<file path="src/rtl/puf_defs.sv">
// Shared definitions for the arbiter PUF driver.
// State encodings, default LFSR taps and per-bit cycle cost.
package puf_defs;

  typedef enum logic [2:0] {
    ST_IDLE,
    ST_SETUP,
    ST_LAUNCH,
    ST_WAIT,
    ST_SAMPLE,
    ST_DONE
  } state_e;

  localparam logic [63:0] DEF_LFSR_TAPS = 64'hD800_0000_0000_0000;

  localparam int DEF_SETTLE  = 4;
  localparam int DEF_CAPTURE = 4;

  function automatic int bit_cost(input int settle, input int capture);
    return settle + capture + 2;
  endfunction

  localparam int BIT_CYCLES = bit_cost(DEF_SETTLE, DEF_CAPTURE);

endpackage

</file>
<file path="src/rtl/puf_lfsr.sv">
// Fibonacci LFSR that holds the challenge applied to the PUF.
// An all-zero seed is replaced by 1 so the register never locks up.
module puf_lfsr
  import puf_defs::*;
#(
  parameter int                CHAL_W    = 64,
  parameter logic [CHAL_W-1:0] LFSR_TAPS = CHAL_W'(DEF_LFSR_TAPS)
) (
  input  logic              clk_i,
  input  logic              rst_i,
  input  logic              load_i,
  input  logic [CHAL_W-1:0] seed_i,
  input  logic              step_i,
  output logic [CHAL_W-1:0] state_o
);

  logic [CHAL_W-1:0] lfsr_q;
  logic [CHAL_W-1:0] lfsr_d;

  always_comb begin
    lfsr_d = lfsr_q;
    if (load_i) begin
      lfsr_d = (seed_i == '0) ? CHAL_W'(1) : seed_i;
    end else if (step_i) begin
      lfsr_d = {lfsr_q[CHAL_W-2:0], ^(lfsr_q & LFSR_TAPS)};
    end
  end

  always_ff @(posedge clk_i) begin
    if (rst_i) lfsr_q <= '0;
    else       lfsr_q <= lfsr_d;
  end

  assign state_o = lfsr_q;

endmodule

</file>
<file path="src/rtl/arbiter_puf_driver.sv">
// Arbiter PUF driver: settles a challenge, fires the race, samples
// the arbiter and shifts RESP_BITS results into a response word.
module arbiter_puf_driver
  import puf_defs::*;
#(
  parameter int                CHAL_W         = 64,
  parameter int                RESP_BITS      = 8,
  parameter int                SETTLE_CYCLES  = DEF_SETTLE,
  parameter int                CAPTURE_CYCLES = DEF_CAPTURE,
  parameter logic [CHAL_W-1:0] LFSR_TAPS      = CHAL_W'(DEF_LFSR_TAPS)
) (
  input  logic                 Clk,
  input  logic                 Reset,
  input  logic                 Start,
  input  logic [CHAL_W-1:0]    Seed,
  output logic                 Busy,
  output logic [CHAL_W-1:0]    Challenge,
  output logic                 Launch,
  input  logic                 Arb_q,
  output logic [RESP_BITS-1:0] Response,
  output logic                 Resp_valid,
  input  logic                 Resp_ready
);

  localparam int CYC_MAX = (SETTLE_CYCLES > CAPTURE_CYCLES) ?
                           SETTLE_CYCLES : CAPTURE_CYCLES;
  localparam int CYC_W   = $clog2(CYC_MAX + 1);
  localparam int BIT_W   = $clog2(RESP_BITS + 1);

  state_e               state_q, state_d;
  logic [CYC_W-1:0]     cyc_q, cyc_d;
  logic [BIT_W-1:0]     bit_q, bit_d;
  logic [RESP_BITS-1:0] resp_q, resp_d;
  logic                 lfsr_load;
  logic                 lfsr_step;

  puf_lfsr #(
    .CHAL_W    (CHAL_W),
    .LFSR_TAPS (LFSR_TAPS)
  ) u_lfsr (
    .clk_i   (Clk),
    .rst_i   (Reset),
    .load_i  (lfsr_load),
    .seed_i  (Seed),
    .step_i  (lfsr_step),
    .state_o (Challenge)
  );

  always_comb begin
    state_d   = state_q;
    cyc_d     = cyc_q;
    bit_d     = bit_q;
    resp_d    = resp_q;
    lfsr_load = 1'b0;
    lfsr_step = 1'b0;
    unique case (state_q)
      ST_IDLE: begin
        if (Start) begin
          lfsr_load = 1'b1;
          resp_d    = '0;
          bit_d     = '0;
          cyc_d     = '0;
          state_d   = ST_SETUP;
        end
      end
      ST_SETUP: begin
        if (cyc_q == CYC_W'(SETTLE_CYCLES - 1)) begin
          cyc_d   = '0;
          state_d = ST_LAUNCH;
        end else begin
          cyc_d = cyc_q + CYC_W'(1);
        end
      end
      ST_LAUNCH: state_d = ST_WAIT;
      ST_WAIT: begin
        if (cyc_q == CYC_W'(CAPTURE_CYCLES - 1)) begin
          cyc_d   = '0;
          state_d = ST_SAMPLE;
        end else begin
          cyc_d = cyc_q + CYC_W'(1);
        end
      end
      ST_SAMPLE: begin
        // first evaluation ends up in the MSB
        resp_d    = {resp_q[RESP_BITS-2:0], Arb_q};
        lfsr_step = 1'b1;
        bit_d     = bit_q + BIT_W'(1);
        state_d   = (bit_q == BIT_W'(RESP_BITS - 1)) ?
                    ST_DONE : ST_SETUP;
      end
      ST_DONE: begin
        if (Resp_ready) state_d = ST_IDLE;
      end
      default: state_d = ST_IDLE;
    endcase
  end

  always_ff @(posedge Clk) begin
    if (Reset) begin
      state_q <= ST_IDLE;
      cyc_q   <= '0;
      bit_q   <= '0;
      resp_q  <= '0;
    end else begin
      state_q <= state_d;
      cyc_q   <= cyc_d;
      bit_q   <= bit_d;
      resp_q  <= resp_d;
    end
  end

  assign Busy       = (state_q != ST_IDLE);
  assign Launch     = (state_q == ST_LAUNCH);
  assign Resp_valid = (state_q == ST_DONE);
  assign Response   = resp_q;

endmodule

</file>
<file path="config.mk">
export PLATFORM = sky130hd
export DESIGN_NAME = arbiter_puf_driver
export DESIGN_NICKNAME = d
export VERILOG_FILES = /design/src/rtl/puf_defs.sv /design/src/rtl/puf_lfsr.sv /design/src/rtl/arbiter_puf_driver.sv
export SDC_FILE = /design/constraint.sdc
export NUM_CORES = 1
export LEC_CHECK = 0
export CORE_AREA = 2 2 103 85
export DETAILED_ROUTE_END_ITERATION = 8
export DIE_AREA = 0 0 105 87
export PLACE_DENSITY_LB_ADDON = 0.05
export SYNTH_ARGS = -nofsm -noshare
export SYNTH_HDL_FRONTEND = slang
export SYNTH_SLANG_ARGS = --single-unit
</file>
<file path="constraint.sdc">
create_clock -name Clk -period 4.45 [get_ports Clk]
set_input_delay 0.6675 -clock Clk [delete_from_list [all_inputs] [get_ports Clk]]
set_output_delay 0.6675 -clock Clk [all_outputs]
set_load 0.01 [all_outputs]
</file>
# [Word-level counts from Yosys, hierarchy flattened]
# Index checks and enable logic that the tools add are counted.
[totals] ff_bits=82 inputBits=69 output_inout_bits=75 word_cells=48
[classes] addsub=2 n_eq_ne=11 mux=19 n_reduce_logical=11
[op_table] operator="$mux W64" n=3
[op_table] operator="$logic_not A64 Y1" n=1
[op_table] operator="$reduce_xor A64 Y1" n=1
[op_table] operator="$mux W3" n=7
[op_table] operator="$pmux W3 S6" n=1
[op_table] operator="$pmux W8 S2" n=1
[op_table] operator="$eq A3 B2 Y1 const B" n=3
[op_table] operator="$mux W8" n=1
[op_table] operator="$pmux W4 S2" n=1
[op_table] operator="$eq A3 B3 Y1 const B" n=2
[op_table] operator="$ne A2 B2 Y1 const B" n=3
[op_table] operator="$pmux W3 S2" n=1
[op_table] operator="$reduce_bool A2 Y1" n=3
[op_table] operator="$add A4 B1 Y4 const B" n=1
[op_table] operator="$eq A4 B3 Y1 const B" n=1
[op_table] operator="$mux W4" n=1
[op_table] operator="$reduce_and A2 Y1" n=2
[op_table] operator="$reduce_and A4 Y1" n=1
[op_table] operator="$add A3 B1 Y3 const B" n=1
[op_table] operator="$eq A3 B1 Y1 const B" n=1
[op_table] operator="$logic_not A3 Y1" n=1
[op_table] operator="$mux W1" n=3
[op_table] operator="$reduce_bool A3 Y1" n=1
[op_table] operator="$ne A2 B1 Y1 const B" n=1
[op_table] operator="$reduce_or A2 Y1" n=1

# [Longest topological paths before layout]
# Gate-level depths: netlist (run 1).
[logic_depth] word_depth=4 mapped_depth=7 ltp_nobuf=5

# [Hierarchy]
# From an unflattened synthesis (run 1), not the netlist that was laid out.
[unflattened] hier_cells=474 area_unflattened_um2=3863.7
[modules_own_cells] mod="puf_lfsr" n_inst=1 cells_each=373 area_each_um2=3025.4 seq_area_each_um2=1281.2
[modules_own_cells] mod="arbiter_puf_driver" n_inst=1 cells_each=101 area_each_um2=838.3 seq_area_each_um2=360.3

# [Least setup slack after synthesis (run 1)]
# No wires, ideal clock.
[synth_timing] path_type="in2reg" from="input Seed[52]" to="register u_lfsr.lfsr_q[0] (netlist: u_lfsr.state_o[0])" setup_time_ns=0.086 t_arrival_ns=1.528 required_ns=4.364 path_slack_ns=2.836 cell_stages=5 path_buffers=0 cell_sequence="nor4_1 -> nand4_1 -> nor4_1 -> nor3_1 -> a211oi_1"
[synth_via] elab_chain_len=3
[synth_lines] item="from (decl)" line_no="arbiter_puf_driver.sv:15" text="input logic [CHAL_W-1:0] Seed,"
[synth_lines] item="$logic_not A64 Y1" line_no="puf_lfsr.sv:23" text="lfsr_d = (seed_i == '0) ? CHAL_W'(1) : seed_i;"
[synth_lines] item="$mux W64" line_no="puf_lfsr.sv:23"
[synth_lines] item="$mux W64" line_no="puf_lfsr.sv:22" text="if (load_i) begin"
[synth_lines] item="to (signal assigned)" line_no="puf_lfsr.sv:31" text="else lfsr_q <= lfsr_d;"
[synth_lines] item="to (decl)" line_no="puf_lfsr.sv:17" text="logic [CHAL_W-1:0] lfsr_q;"
# Every way passes these cells.
# A chain may end at the register's enable or synchronous reset.

# [Worst setup path in the final report (run 1)]
[layout_timing] from="register state_q[2]" to="register u_lfsr.lfsr_q[13] (netlist: u_lfsr.state_o[13])"
[layout_via] elab_chain_len=3 word_cells_on_any_way=6 classes_between="eq/ne (1); mux (3); reduce/logical (2)"
[layout_lines] item="from (decl)" line_no="arbiter_puf_driver.sv:30" text="state_e state_q, state_d;"
[layout_lines] item="from (signal assigned)" line_no="arbiter_puf_driver.sv:105" text="state_q <= state_d;"
[layout_lines] item="$eq A3 B3 Y1 / $logic_not A3 Y1 (equally long branches)" line_no="arbiter_puf_driver.sv:56" text="unique case (state_q)"
[layout_lines] item="$mux W1" line_no="arbiter_puf_driver.sv:56"
[layout_lines] item="$reduce_bool A2 Y1 (no source line) / $mux W64 (equally long branches)"
# Parallel ways exist; a longest one is shown, timed or not.

==> results.json, run 1 <==
{
  "ys_ff_latch": 82,
  "clk_latency_ps": 370,
  "critPathKind": "reg -> reg",
  "hold_viol_final": 0,
  "crit_fanout": 43,
  "cpLargestDelayFamily": "simple AND/OR/NAND/NOR gates",
  "cts_hold_buf": 0,
  "insertedDiodeCount": 0,
  "period_minus_slack_ps": 2770,
  "io_buffers": 143,
  "intPower_w": 0.00126,
  "p_per_area_nw_per_um2": 325,
  "coreArea_um2": 8180,
  "grt_usage_pct": 24.5,
  "rsz0062_at_grt": "false",
  "overflow": 0,
  "synthesis.area_um2": 3770,
  "yosys_warnings": 0,
  "p_leak_nw": 2.05,
  "grt_max_degree": 83,
  "yosysSeqAreaShare_pct": 43.5,
  "drv_cap": 0,
  "cts_root_buffer": "clkbuf_8",
  "nets": 665,
  "path_buf_inv": 1,
  "antenna_found_initial": 0,
  "cts_buffers": 9,
  "clkPwrFrac_pct": 33.1,
  "max_freq_mhz": 362,
  "fp.dieH_um": 87,
  "async_reset_ff_share_pct": 0,
  "ys_types": 30,
  "comb_power_share_pct": 19.8,
  "drv_slew": 0,
  "viasPerCell": 5.38,
  "fin_setup_tns_ps": 0,
  "grt_pass1_vias": 3605,
  "arrival_ps": 3030,
  "slowest_stage": "a21o_2",
  "setup_viol": 0,
  "cts_buffer_depth": 2,
  "fp.dieW_um": 105,
  "dieArea_um2": 9140,
  "pin_count": 144,
  "drc": 0,
  "synth_edf_count": 0,
  "worst_setup_path_end_kind": "register",
  "cts_resized": 0,
  "start_kind": "register",
  "swShare_pct": 28.1,
  "skew_ps": 9.73,
  "synth_ff_type": "dfxtp_1",
  "power.switching_w": 0.000494,
  "cts_tree": "yes",
  "ant_nets": 0,
  "worstMarginPinSlew_ps": 1080,
  "grt_pass1_wl_um": 17900,
  "max_stage_delay_ps": 740,
  "path_cells": "nor3b_2 > a21o_2 > buf_4 > nor2_1 > nor4_1",
  "path_clk_slew_ps": 90,
  "netlist_instances": 472,
  "yosysTopAreaCellShare_pct": 43.5,
  "cp.required_ps": 4720,
  "area_delta_synth_final_pct": 43.1,
  "cts_setup_buffers": 0,
  "vdd_drop_max_uv": 228,
  "htreeDepth": 3,
  "max-slew-margin-rel_pct": 28.1,
  "p_seq_share_pct": 47.1,
  "synthTopCellsByArea": "dfxtp_1 (43%), nor2_1 (19%), nor4_2 (13%)",
  "cts_sinks": 82,
  "drive_gt1_share_pct": 11.0,
  "wl_per_cell_um": 15.6,
  "route.vias.total": 3825,
  "min-delay-path-class": "reg -> reg",
  "drt_pass1_iterations": 4,
  "final_cells": 711,
  "dp.cells": 695,
  "syn_nets": 543,
  "yosys-top-cells-count": "nor2_1 (196), dfxtp_1 (82), nor4_1 (40), nor4_2 (40), nand2_1 (16)",
  "layout_worst_path_cycle_share_pct": 62.2,
  "drt-total-wl_um": 11100,
  "gp_congestion": 0.843,
  "hpwl_um": 7690,
  "synth_area_leader_cell": "dfxtp_1",
  "synth.avg_cell_area_um2": 8.00,
  "synth.most_common_cell": "nor2_1",
  "start_util_pct": 46.1,
  "status": "completed",
  "rows": 30,
  "dr.first_iter.drc_count": 214
}
[cell usage in the layout (no fill, tap or decap), drive strengths merged, types with 2 or more instances in the layout]
cell type	count
buf	4
nand2	16
nand4	4
nor2	196
o21ai	3
clkbuf	11
nor3	6
inv	2
nor2b	4
clkdlybuf4s50	142
nand3	11
a21oi	15
nor4	80
nand2b	3
dfxtp	82
ha	2
nor3b	2
xnor2	3
clkinv	3
[power groups by stage]
stage          sequential (W)  clock [W]  combinational (W)
6_report             0.000829   0.000581           0.000348
5_1_grt              0.000836   0.000619           0.000376
4_1_cts              0.000828   0.000586           0.000350
3_5_place_dp         0.000845          0           0.000348
3_3_place_gp         0.000844          0           0.000342
2_1_floorplan        0.000857          0           0.000140
[cells by family after synthesis]
group                    count (synthesis)  share of synthesized area, %
multiplexers                             1                         0.298
AO/OA/AOI/OAI                           23                          3.41
buffers and inverters                   36                          4.94
XOR/XNOR                                 4                         0.928
flip-flops                              82                          43.5
AND/OR/NAND/NOR                        324                          46.3
adder cells (fa/ha/maj)                  2                         0.663
[routing by layer]
metal | wire, um | share of wire, % | track usage, %
met5 | 0 | 0 | 0
met4 | 134 | 1.2 | 6.67
met3 | 683 | 6.2 | 6.73
met2 | 4960 | 45 | 37.4
met1 | 5290 | 48 | 34.4
[worst paths after layout]
| path | from | end | slack [ps] | depth (start not counted) |
|---|---|---|---|---|
| max | state_q[2] | u_lfsr.state_o[13] | 1680 | 5 |
| max reg2reg | state_q[2] | u_lfsr.state_o[13] | 1680 | 5 |
| min reg2reg | Response[7] | Response[7] | 470 | 2 |
| min | Response[7] | Response[7] | 470 | 2 |
[per-stage QoR]
stage | power, W | area [um2] | hold slack [ps] | util (%) | worst slack (ps)
after floorplan | 0.000997 | 3770 | 437 | - | 2840
after global placement | 0.00119 | 5190 | 448 | 63.4 | 1730
after detailed placement | 0.00119 | 5190 | 463 | 63.4 | 1590
after CTS | 0.00176 | 5400 | 476 | 66.0 | 1680
after global routing | 0.00183 | 5400 | 487 | 66.0 | 1370
final | 0.00176 | 5400 | 472 | 66.0 | 1680
[flip-flops by register name (all words and copies together), names as in the netlist]
signal	flops
state_q	3
Response	8
bit_q	4
cyc_q	3
u_lfsr.state_o	64
[worst register-to-register path: cells and delay by family, from the launching register on]
kind,cells,cell delay [ps]
and+or+nand+nor,3,960
buffers and inverters,1,430
AOI/OAI and AO/OA,1,740
DFF,1,530
[area by class of cell]
type	count	area, um2
well taps	112	140
clock buffers	11	151
repair buffers	146	1450
flip-flops and latches	82	1640
clock inverters	5	61.3
inverters	1	3.75
multi-input cells	354	1950
fillers	749	2780
Power figures use the tool's default switching activity.
==> run 2, diff against run 1 <==
Settings changed: CORE_AREA 2 2 103 85 to 2 2 112 92, DIE_AREA 0 0 105 87 to 0 0 114 94.
Clock period 4.45 ns to 2.5 ns, I/O delays scaled along.
==> run 2 against run 1 <==
Critical path depth is 2 lower. Die area increased by 17%. Sequential power up 77%. Sequential share of layout area decreased by 0.95 points. Critical path type is now reg -> out. Routed wire length fell by 0.23%. Core utilization down 7.5 points. Largest power group unchanged.
==> results.json, run 2 (synthesized netlist as in run 1, its figures left out) <==
{
  "status": "completed",
  "r2r_setup_slack_ps": 660,
  "fp.dieW_um": 114,
  "p_per_area_nw_per_um2": 624,
  "max_freq_mhz": 453,
  "drv_cap": 0,
  "ant_nets": 0,
  "rsz0062_at_grt": "false",
  "gp_congestion": 0.794,
  "route.vias.total": 3737,
  "start_util_pct": 39.6,
  "clk_latency_ps": 330,
  "max-slew-margin-rel_pct": 61.8,
  "grt_pass1_wl_um": 17700,
  "largest_reg_flops": 64,
  "htreeDepth": 3,
  "cts_root_buffer": "clkbuf_16",
  "cts_buffer_depth": 2,
  "pin_count": 144,
  "crit_fanout": 10,
  "cts_setup_buffers": 0,
  "period_minus_slack_ps": 2210,
  "layout_common_cells": "nor2_1 (196), clkdlybuf4s50_1 (142), dfxtp_1 (82), nor4_2 (40), nor4_1 (40)",
  "drt-total-wl_um": 11000,
  "grt_pass1_vias": 3541,
  "wl_per_cell_um": 15.3,
  "area_delta_synth_final_pct": 47.7,
  "skew_ps": 7.14,
  "insertedDiodeCount": 0,
  "nets": 671,
  "cts_resized": 0,
  "drv_slew": 0,
  "grt_usage_pct": 20.9,
  "cp.required_ps": 2120,
  "arrival_ps": 1830,
  "drive_gt1_share_pct": 11.4,
  "cts_sinks": 82,
  "grt_util_met2_pct": 32.1,
  "fp.dieH_um": 94,
  "io_buffers": 143,
  "hold_viol_final": 0,
  "gr-usage-met3_pct": 5.81,
  "coreArea_um2": 9530,
  "dieArea_um2": 10700,
  "viasPerCell": 5.18,
  "layout_worst_path_cycle_share_pct": 88.3,
  "dr.first_iter.drc_count": 258,
  "overflow": 0,
  "fin_setup_tns_ps": 0,
  "critPathKind": "reg -> out",
  "rows": 32,
  "cts_hold_buf": 0,
  "cts_tree": "yes",
  "worstMarginPinSlew_ps": 573,
  "worst_setup_path_end_kind": "primary output",
  "start_kind": "register",
  "grt_max_degree": 67,
  "hold_slack_ps": 466,
  "mostFrequentLayoutCell": "nor2_1",
  "antenna_found_initial": 0,
  "use_met1_pct": 28.4,
  "setup_viol": 0,
  "drc": 0,
  "grt_most_used_layer": "met2",
  "path_clk_slew_ps": 60,
  "p_leak_nw": 2.13,
  "drt_pass1_iterations": 4,
  "vdd_drop_max_uv": 425,
  "cts_buffers": 9,
  "hpwl_um": 7730,
  "min-delay-path-class": "reg -> reg"
}
-- run 2: worst paths after layout --
path / startpoint / endpoint / cells past startpoint
max: state_q[2] / Resp_valid / 3
min: cyc_q[2] / cyc_q[2] / 2
max reg2reg: state_q[2] / bit_q[2] / 7
min reg2reg: cyc_q[2] / cyc_q[2] / 2
-- run 2: where the power goes --
part	leakage [nW]	total (W)	switching (W)	internal (W)
Clock	0.151	0.00138	0.000491	0.000889
Combinational	1.30	0.000629	0.000289	0.000340
Sequential	0.676	0.00147	0.0000747	0.00140
-- run 2: critical path, cell delays in order (launching register included) --
cell and delay [ps]:
dfxtp_1 520, nor2b_1 290, and2_1 170, clkdlybuf4s50_1 530
-- run 2: stage by stage --
stage | worst slack [ps] | util (%) | cell area (um2) | power, W | std cells
final | 293 | 58.5 | 5580 | 0.00348 | 722
after global routing | 137 | 58.5 | 5580 | 0.00363 | 722
after CTS | 274 | 58.5 | 5580 | 0.00352 | 722
after detailed placement | 266 | 55.3 | 5270 | 0.00213 | 708
after global placement | 346 | 55.3 | 5270 | 0.00212 | 708
after floorplan | 1100 | - | 3770 | 0.00177 | 472
-- run 2: final cells by class --
cell class	instances	area (um2)
clock buffers	11	243
flip-flops and latches	82	1640
repair buffers	152	1520
inverters	1	3.75
multi-input cells	354	1950
fillers	889	3950
well taps	119	149
clock inverters	3	65.1
-- run 2: per-layer routing --
layer | routed length (um) | vias to the layer above
li1 | - | 1873
met3 | 757 | 11
met2 | 4750 | 108
met4 | 136 | 0
met1 | 5400 | 1745
met5 | 0 | -
